<file path="config.mk">
export PLATFORM = sky130hd
export DESIGN_NAME = or_vector_sequencer_flat
export DESIGN_NICKNAME = d
export VERILOG_FILES = /design/src/rtl/or_vector_sequencer_if.sv /design/src/rtl/or_vector_sequencer.sv /design/src/flat_wrapper.sv
export SDC_FILE = /design/constraint.sdc
export NUM_CORES = 1
export LEC_CHECK = 0
export ABC_CLOCK_PERIOD_IN_PS = 4400
export BUFFER_PORTS_ARGS = -buffer_cell sky130_fd_sc_hd__buf_2
export CAP_MARGIN = 20
export CORE_ASPECT_RATIO = 1.2
export CORE_MARGIN = 5
export CORE_UTILIZATION = 56
export DETAILED_ROUTE_END_ITERATION = 12
export PLACE_DENSITY_LB_ADDON = 0.15
export RECOVER_POWER = 25
export SLEW_MARGIN = 20
export SYNTH_ARGS = -nofsm -noshare
export SYNTH_HDL_FRONTEND = slang
export SYNTH_SLANG_ARGS = --single-unit
</file>
<file path="constraint.sdc">
create_clock -name clk -period 4.4 [get_ports clk]
set_clock_uncertainty 0.1 [all_clocks]
set_input_delay 0.22 -clock clk [delete_from_list [all_inputs] [get_ports clk]]
set_output_delay 0.22 -clock clk [all_outputs]
set_load 0.03 [all_outputs]
</file>
<file path="src/rtl/or_vector_sequencer_if.sv">
// Signal bundle between the OR-gate self-test sequencer and its environment.
// The slave side is the sequencer; the master side drives start/abort and feeds back d/e.
interface or_vector_sequencer_if;
  logic       start;
  logic       abort;
  logic       d_in;
  logic       e_in;
  logic       a;
  logic       b;
  logic       c;
  logic       busy;
  logic       done;
  logic [2:0] vec_idx;
  logic [7:0] resp_d;
  logic [7:0] resp_e;

  modport master (
    output start, abort, d_in, e_in,
    input  a, b, c, busy, done, vec_idx, resp_d, resp_e
  );

  modport slave (
    input  start, abort, d_in, e_in,
    output a, b, c, busy, done, vec_idx, resp_d, resp_e
  );
endinterface

</file>
<file path="src/rtl/or_vector_sequencer.sv">
// Walks {a,b,c} through 000..111, holding each vector DWELL cycles, and captures
// the gate's d/e outputs on the last dwell cycle of every vector.
module or_vector_sequencer #(
  parameter int DWELL = 4,
  parameter int CNT_W = 8
) (
  input logic                  clk,
  input logic                  rst,
  or_vector_sequencer_if.slave bus
);

  typedef enum logic [1:0] {
    S_IDLE,
    S_RUN,
    S_DONE
  } state_t;

  localparam logic [CNT_W-1:0] LAST_BEAT = CNT_W'(DWELL - 1);

  state_t           state_q;
  state_t           state_d;
  logic [CNT_W-1:0] cnt_q;
  logic [2:0]       vec_idx_q;
  logic [7:0]       resp_d_q;
  logic [7:0]       resp_e_q;
  logic             last_beat;

  assign last_beat = (cnt_q == LAST_BEAT);

  always_comb begin
    // NOTE: default first so every path assigns state_d and no latch is inferred.
    state_d = state_q;
    case (state_q)
      S_IDLE: if (bus.start) state_d = S_RUN;
      S_RUN: begin
        if (bus.abort)                          state_d = S_IDLE;
        else if (last_beat && vec_idx_q == 3'd7) state_d = S_DONE;
      end
      S_DONE:  state_d = S_IDLE;
      default: state_d = S_IDLE;
    endcase
  end

  // NOTE: sequential state uses non-blocking assignments so every register
  // samples pre-edge values, independent of statement order.
  always_ff @(posedge clk) begin
    if (rst) begin
      state_q   <= S_IDLE;
      cnt_q     <= '0;
      vec_idx_q <= 3'd0;
      resp_d_q  <= 8'd0;
      resp_e_q  <= 8'd0;
    end else begin
      state_q <= state_d;
      case (state_q)
        S_IDLE: begin
          if (bus.start) begin
            cnt_q     <= '0;
            vec_idx_q <= 3'd0;
            resp_d_q  <= 8'd0;
            resp_e_q  <= 8'd0;
          end
        end
        S_RUN: begin
          // Abort suppresses the sample even when it lands on the final beat.
          if (!bus.abort) begin
            if (last_beat) begin
              resp_d_q[vec_idx_q] <= bus.d_in;
              resp_e_q[vec_idx_q] <= bus.e_in;
              cnt_q               <= '0;
              if (vec_idx_q != 3'd7) vec_idx_q <= vec_idx_q + 3'd1;
            end else begin
              cnt_q <= cnt_q + CNT_W'(1);
            end
          end
        end
        default: ;
      endcase
    end
  end

  // Outputs decode registered state only, so no input reaches an output combinationally.
  assign bus.busy              = (state_q == S_RUN);
  assign bus.done              = (state_q == S_DONE);
  assign {bus.a, bus.b, bus.c} = (state_q == S_RUN) ? vec_idx_q : 3'd0;
  assign bus.vec_idx           = vec_idx_q;
  assign bus.resp_d            = resp_d_q;
  assign bus.resp_e            = resp_e_q;

endmodule

</file>
<file path="src/flat_wrapper.sv">
// flat-port wrapper written by rule: the top's interface ports become plain ports
module or_vector_sequencer_flat 
#(
  parameter int DWELL = 4,
  parameter int CNT_W = 8
)
  (clk, rst, bus_start, bus_abort, bus_d_in, bus_e_in, bus_a, bus_b, bus_c, bus_busy, bus_done, bus_vec_idx, bus_resp_d, bus_resp_e);
  or_vector_sequencer_if bus_i ();
  input logic clk;
  input logic rst;
  input wire logic [$bits(bus_i.start)-1:0] bus_start;
  input wire logic [$bits(bus_i.abort)-1:0] bus_abort;
  input wire logic [$bits(bus_i.d_in)-1:0] bus_d_in;
  input wire logic [$bits(bus_i.e_in)-1:0] bus_e_in;
  output wire logic [$bits(bus_i.a)-1:0] bus_a;
  output wire logic [$bits(bus_i.b)-1:0] bus_b;
  output wire logic [$bits(bus_i.c)-1:0] bus_c;
  output wire logic [$bits(bus_i.busy)-1:0] bus_busy;
  output wire logic [$bits(bus_i.done)-1:0] bus_done;
  output wire logic [$bits(bus_i.vec_idx)-1:0] bus_vec_idx;
  output wire logic [$bits(bus_i.resp_d)-1:0] bus_resp_d;
  output wire logic [$bits(bus_i.resp_e)-1:0] bus_resp_e;
  assign bus_i.start = bus_start;
  assign bus_i.abort = bus_abort;
  assign bus_i.d_in = bus_d_in;
  assign bus_i.e_in = bus_e_in;
  assign bus_a = bus_i.a;
  assign bus_b = bus_i.b;
  assign bus_c = bus_i.c;
  assign bus_busy = bus_i.busy;
  assign bus_done = bus_i.done;
  assign bus_vec_idx = bus_i.vec_idx;
  assign bus_resp_d = bus_i.resp_d;
  assign bus_resp_e = bus_i.resp_e;
  or_vector_sequencer #(.DWELL(DWELL), .CNT_W(CNT_W)) u_core (.clk(clk), .rst(rst), .bus(bus_i));
endmodule
</file>
==> impl_metrics.yaml <==
route:
  dr.pass1.iters: 4
  top_layer_used: "met4"
  drc_errors: 0
  vias: 1204
  vias_per_cell: 5.90
  dr_wl_met2_um: 1550
  dr_wl_met3_um: 152
  drt_iter0_drc: 26
  avgRoutedWirePerCell_um: 14.7
  ant_nets: 0
  drt-met1-wl_um: 1260
  routed_wl_um: 3010
global_routing:
  overflow: 0
  grt_max_degree: 14
  grt_pass1_vias: 1257
  track_usage_pct: 20.3
  antenna_found_initial: 0
  grt_pass1_wl_um: 5350
timing:
  finalSetupViolations: 0
  max_freq_ghz: 0.457
  drv_slew: 0
  worstMarginPinSlew_ps: 913
  tns_ps: 0
  hold_violations: 0
  finalCritPeriodShare_pct: 49.7
  slew_headroom_pct: 39.2
  period_minus_slack_ps: 2190
  rsz0062_at_grt: "no"
worst_setup_path:
  rrSetupSlack_ps: 2210
  r2r-start: "u_core.cnt_q[0]"
  cp.required_ps: 4500
  critPathMaxFanout: 9
  crit_type: "reg2reg"
  reg2reg_depth: 5
  r2r_end: "u_core.bus.resp_d[4]"
  critical_path.endpoint_type: "register"
  start_kind: "register"
  cp_data_arrival_time_ps: 2290
placement:
  placed_area_um2: 1520
  routabilityCongestion: 0.767
  io_buffers: 29
  dp_hpwl_um: 2290
clocking:
  clockBufferDepth: 2
  clock_sinks: 29
  cts_tree: "done"
  clkTransAtPathRegs_ps: 90
  clk-insertion-delay-late_ps: 310
  cts_buffers: 5
  clockRootBuffer: "clkbuf_4"
  postCtsSetupBuffers: 0
  ctsHoldBuffers: 0
  ctsResizeCount: 0
  cts_max_level: 2
floorplan:
  rows: 19
  core_area_um2: 2310
  die_area_um2: 3510
  start_util_pct: 58.9
  ios: 30
  fp.dieW_um: 54.9
  fp.dieH_um: 63.9
pwr:
  clkPwrFrac_pct: 34.5
  ir_drop_mv: 0.236
  seqPwrFrac_pct: 57.6
  power_frac_comb_pct: 7.9
  swShare_pct: 24.0
  p_sw_uw: 111
  total_leakage_power_nw: 0.607
  power_per_cell_area_nw_per_um2: 297
  internal-power_uw: 351
synth:
  synth.avg_cell_area_um2: 9.49
  async_reset_ff_share_pct: 0
  yosysWarnings: 0
  synth_ff_type: "dfxtp_1"
  yosysSeqAreaShare_pct: 42.8
  synth_nets: 152
  yosys_register_bits: 29
  synth_area_um2: 1360
  ys_types: 40
  synthCells: 143
  synth-edff-count: 0
hold_path:
  hold_end: "u_core.bus.resp_d[6]"
  worstHoldPathCells: 3
  hp-class: "in2reg"
  min_from: "bus_d_in"
layout:
  nets: 182
  antenna_cells: 0
  syn2layout_area_growth_pct: 14.7
  layout-drive-gt1-share_pct: 18.5
  stdcell_area_um2: 1560
job:
  drv_cap: 0
status:
  outcome: "finished clean"
==> per-stage QoR <==
stage	hold slack (ps)	std cells	total power [mW]	util [%]	setup slack, ps
after detailed placement	349	197	0.309	65.9	2230
after CTS	131	204	0.465	68.3	2210
final	134	204	0.463	67.6	2210
after global placement	344	197	0.308	65.9	2290
after floorplan	310	143	0.299	-	2470
after global routing	151	204	0.489	67.6	2080
==> layer usage <==
| layer | vias up | GRT usage, % |
|---|---|---|
| met4 | 0 | 8.21 |
| met2 | 34 | 32.7 |
| met1 | 575 | 23.7 |
| li1 | 589 | - |
| met3 | 6 | 7.21 |
| met5 | - | 0 |
==> final cells by class <==
type	count	area (µm²)
Timing Repair Buffer	29	129
Tap cell	31	38.8
Multi-Input combinational cell	101	728
Fill cell	195	748
Clock buffer	7	55.1
Inverter	7	26.3
Sequential cell	29	581
==> registers in the layout, summed over array words and instances, names as in the netlist <==
| name | cells |
|---|---|
| u_core.bus.resp_d | 8 |
| u_core.cnt_q | 8 |
| u_core.bus.resp_e | 8 |
| u_core.state_q | 2 |
| u_core.bus.vec_idx | 3 |
==> cells by family (layout without fill, tap and decap cells) <==
logic type	after synthesis	count (layout)	share of synthesized area, %
simple gates	51	51	22.6
xor+xnor	6	6	3.87
mux	1	1	0.829
flops	29	29	42.8
buf+inv	13	43	3.59
compound gates	40	40	23.6
fa+ha+maj	3	3	2.77
==> power groups by stage <==
| stage | sequential (mW) | combinational, mW | clock, mW |
|---|---|---|---|
| 2_1_floorplan | 0.272 | 0.0271 | 0 |
| 3_3_place_gp | 0.272 | 0.0354 | 0 |
| 3_5_place_dp | 0.273 | 0.0360 | 0 |
| 4_1_cts | 0.266 | 0.0362 | 0.162 |
| 5_1_grt | 0.267 | 0.0406 | 0.182 |
| 6_report | 0.266 | 0.0364 | 0.160 |
==> critical path: stages, from the launching register on <==
cell and delay [ps]:
dfxtp_1 400, ha_1 190, or4b_4 510, o21ai_2 360
o211ai_1 190, a32o_1 320
==> cells in the final DEF (no fill, tap or decap), drive strengths merged, types with 5 or more instances in the layout <==
cell / count
xnor2: 6
buf: 16
nor2: 10
dfxtp: 29
clkbuf: 20
nand2: 10
and2: 7
a32o: 6
inv: 7
a2bb2o: 5
==> worst max path at each step <==
stage / start / slack [ps] / to / depth (start not counted)
after floorplan: u_core.cnt_q[0] / 2470 / u_core.bus.resp_d[0] / 5
after global placement: u_core.cnt_q[0] / 2290 / u_core.bus.resp_e[6] / 5
after detailed placement: u_core.cnt_q[0] / 2230 / u_core.bus.resp_e[6] / 5
after CTS: u_core.cnt_q[0] / 2210 / u_core.bus.resp_d[4] / 5
after global routing: u_core.cnt_q[0] / 2080 / u_core.bus.resp_d[1] / 5
final: u_core.cnt_q[0] / 2210 / u_core.bus.resp_d[4] / 5
==> synth_stat cells, drive strengths merged (3+ instances only) <==
master	n	share of area, %
inv	7	1.9
nand2	10	2.8
nand2b	4	1.8
nor2	10	2.8
o211ai	3	1.7
and2	7	3.6
a211oi	4	2.2
dfxtp	29	43
a2bb2o	5	3.7
nor3	3	1.1
a32o	6	4.4
xnor2	6	3.9
clkbuf	6	1.7
nand3b	3	1.7
ha	3	2.8
a22o	4	2.6
a21oi	4	1.5
a31oi	4	1.8
(Power assumes the default switching activity.)
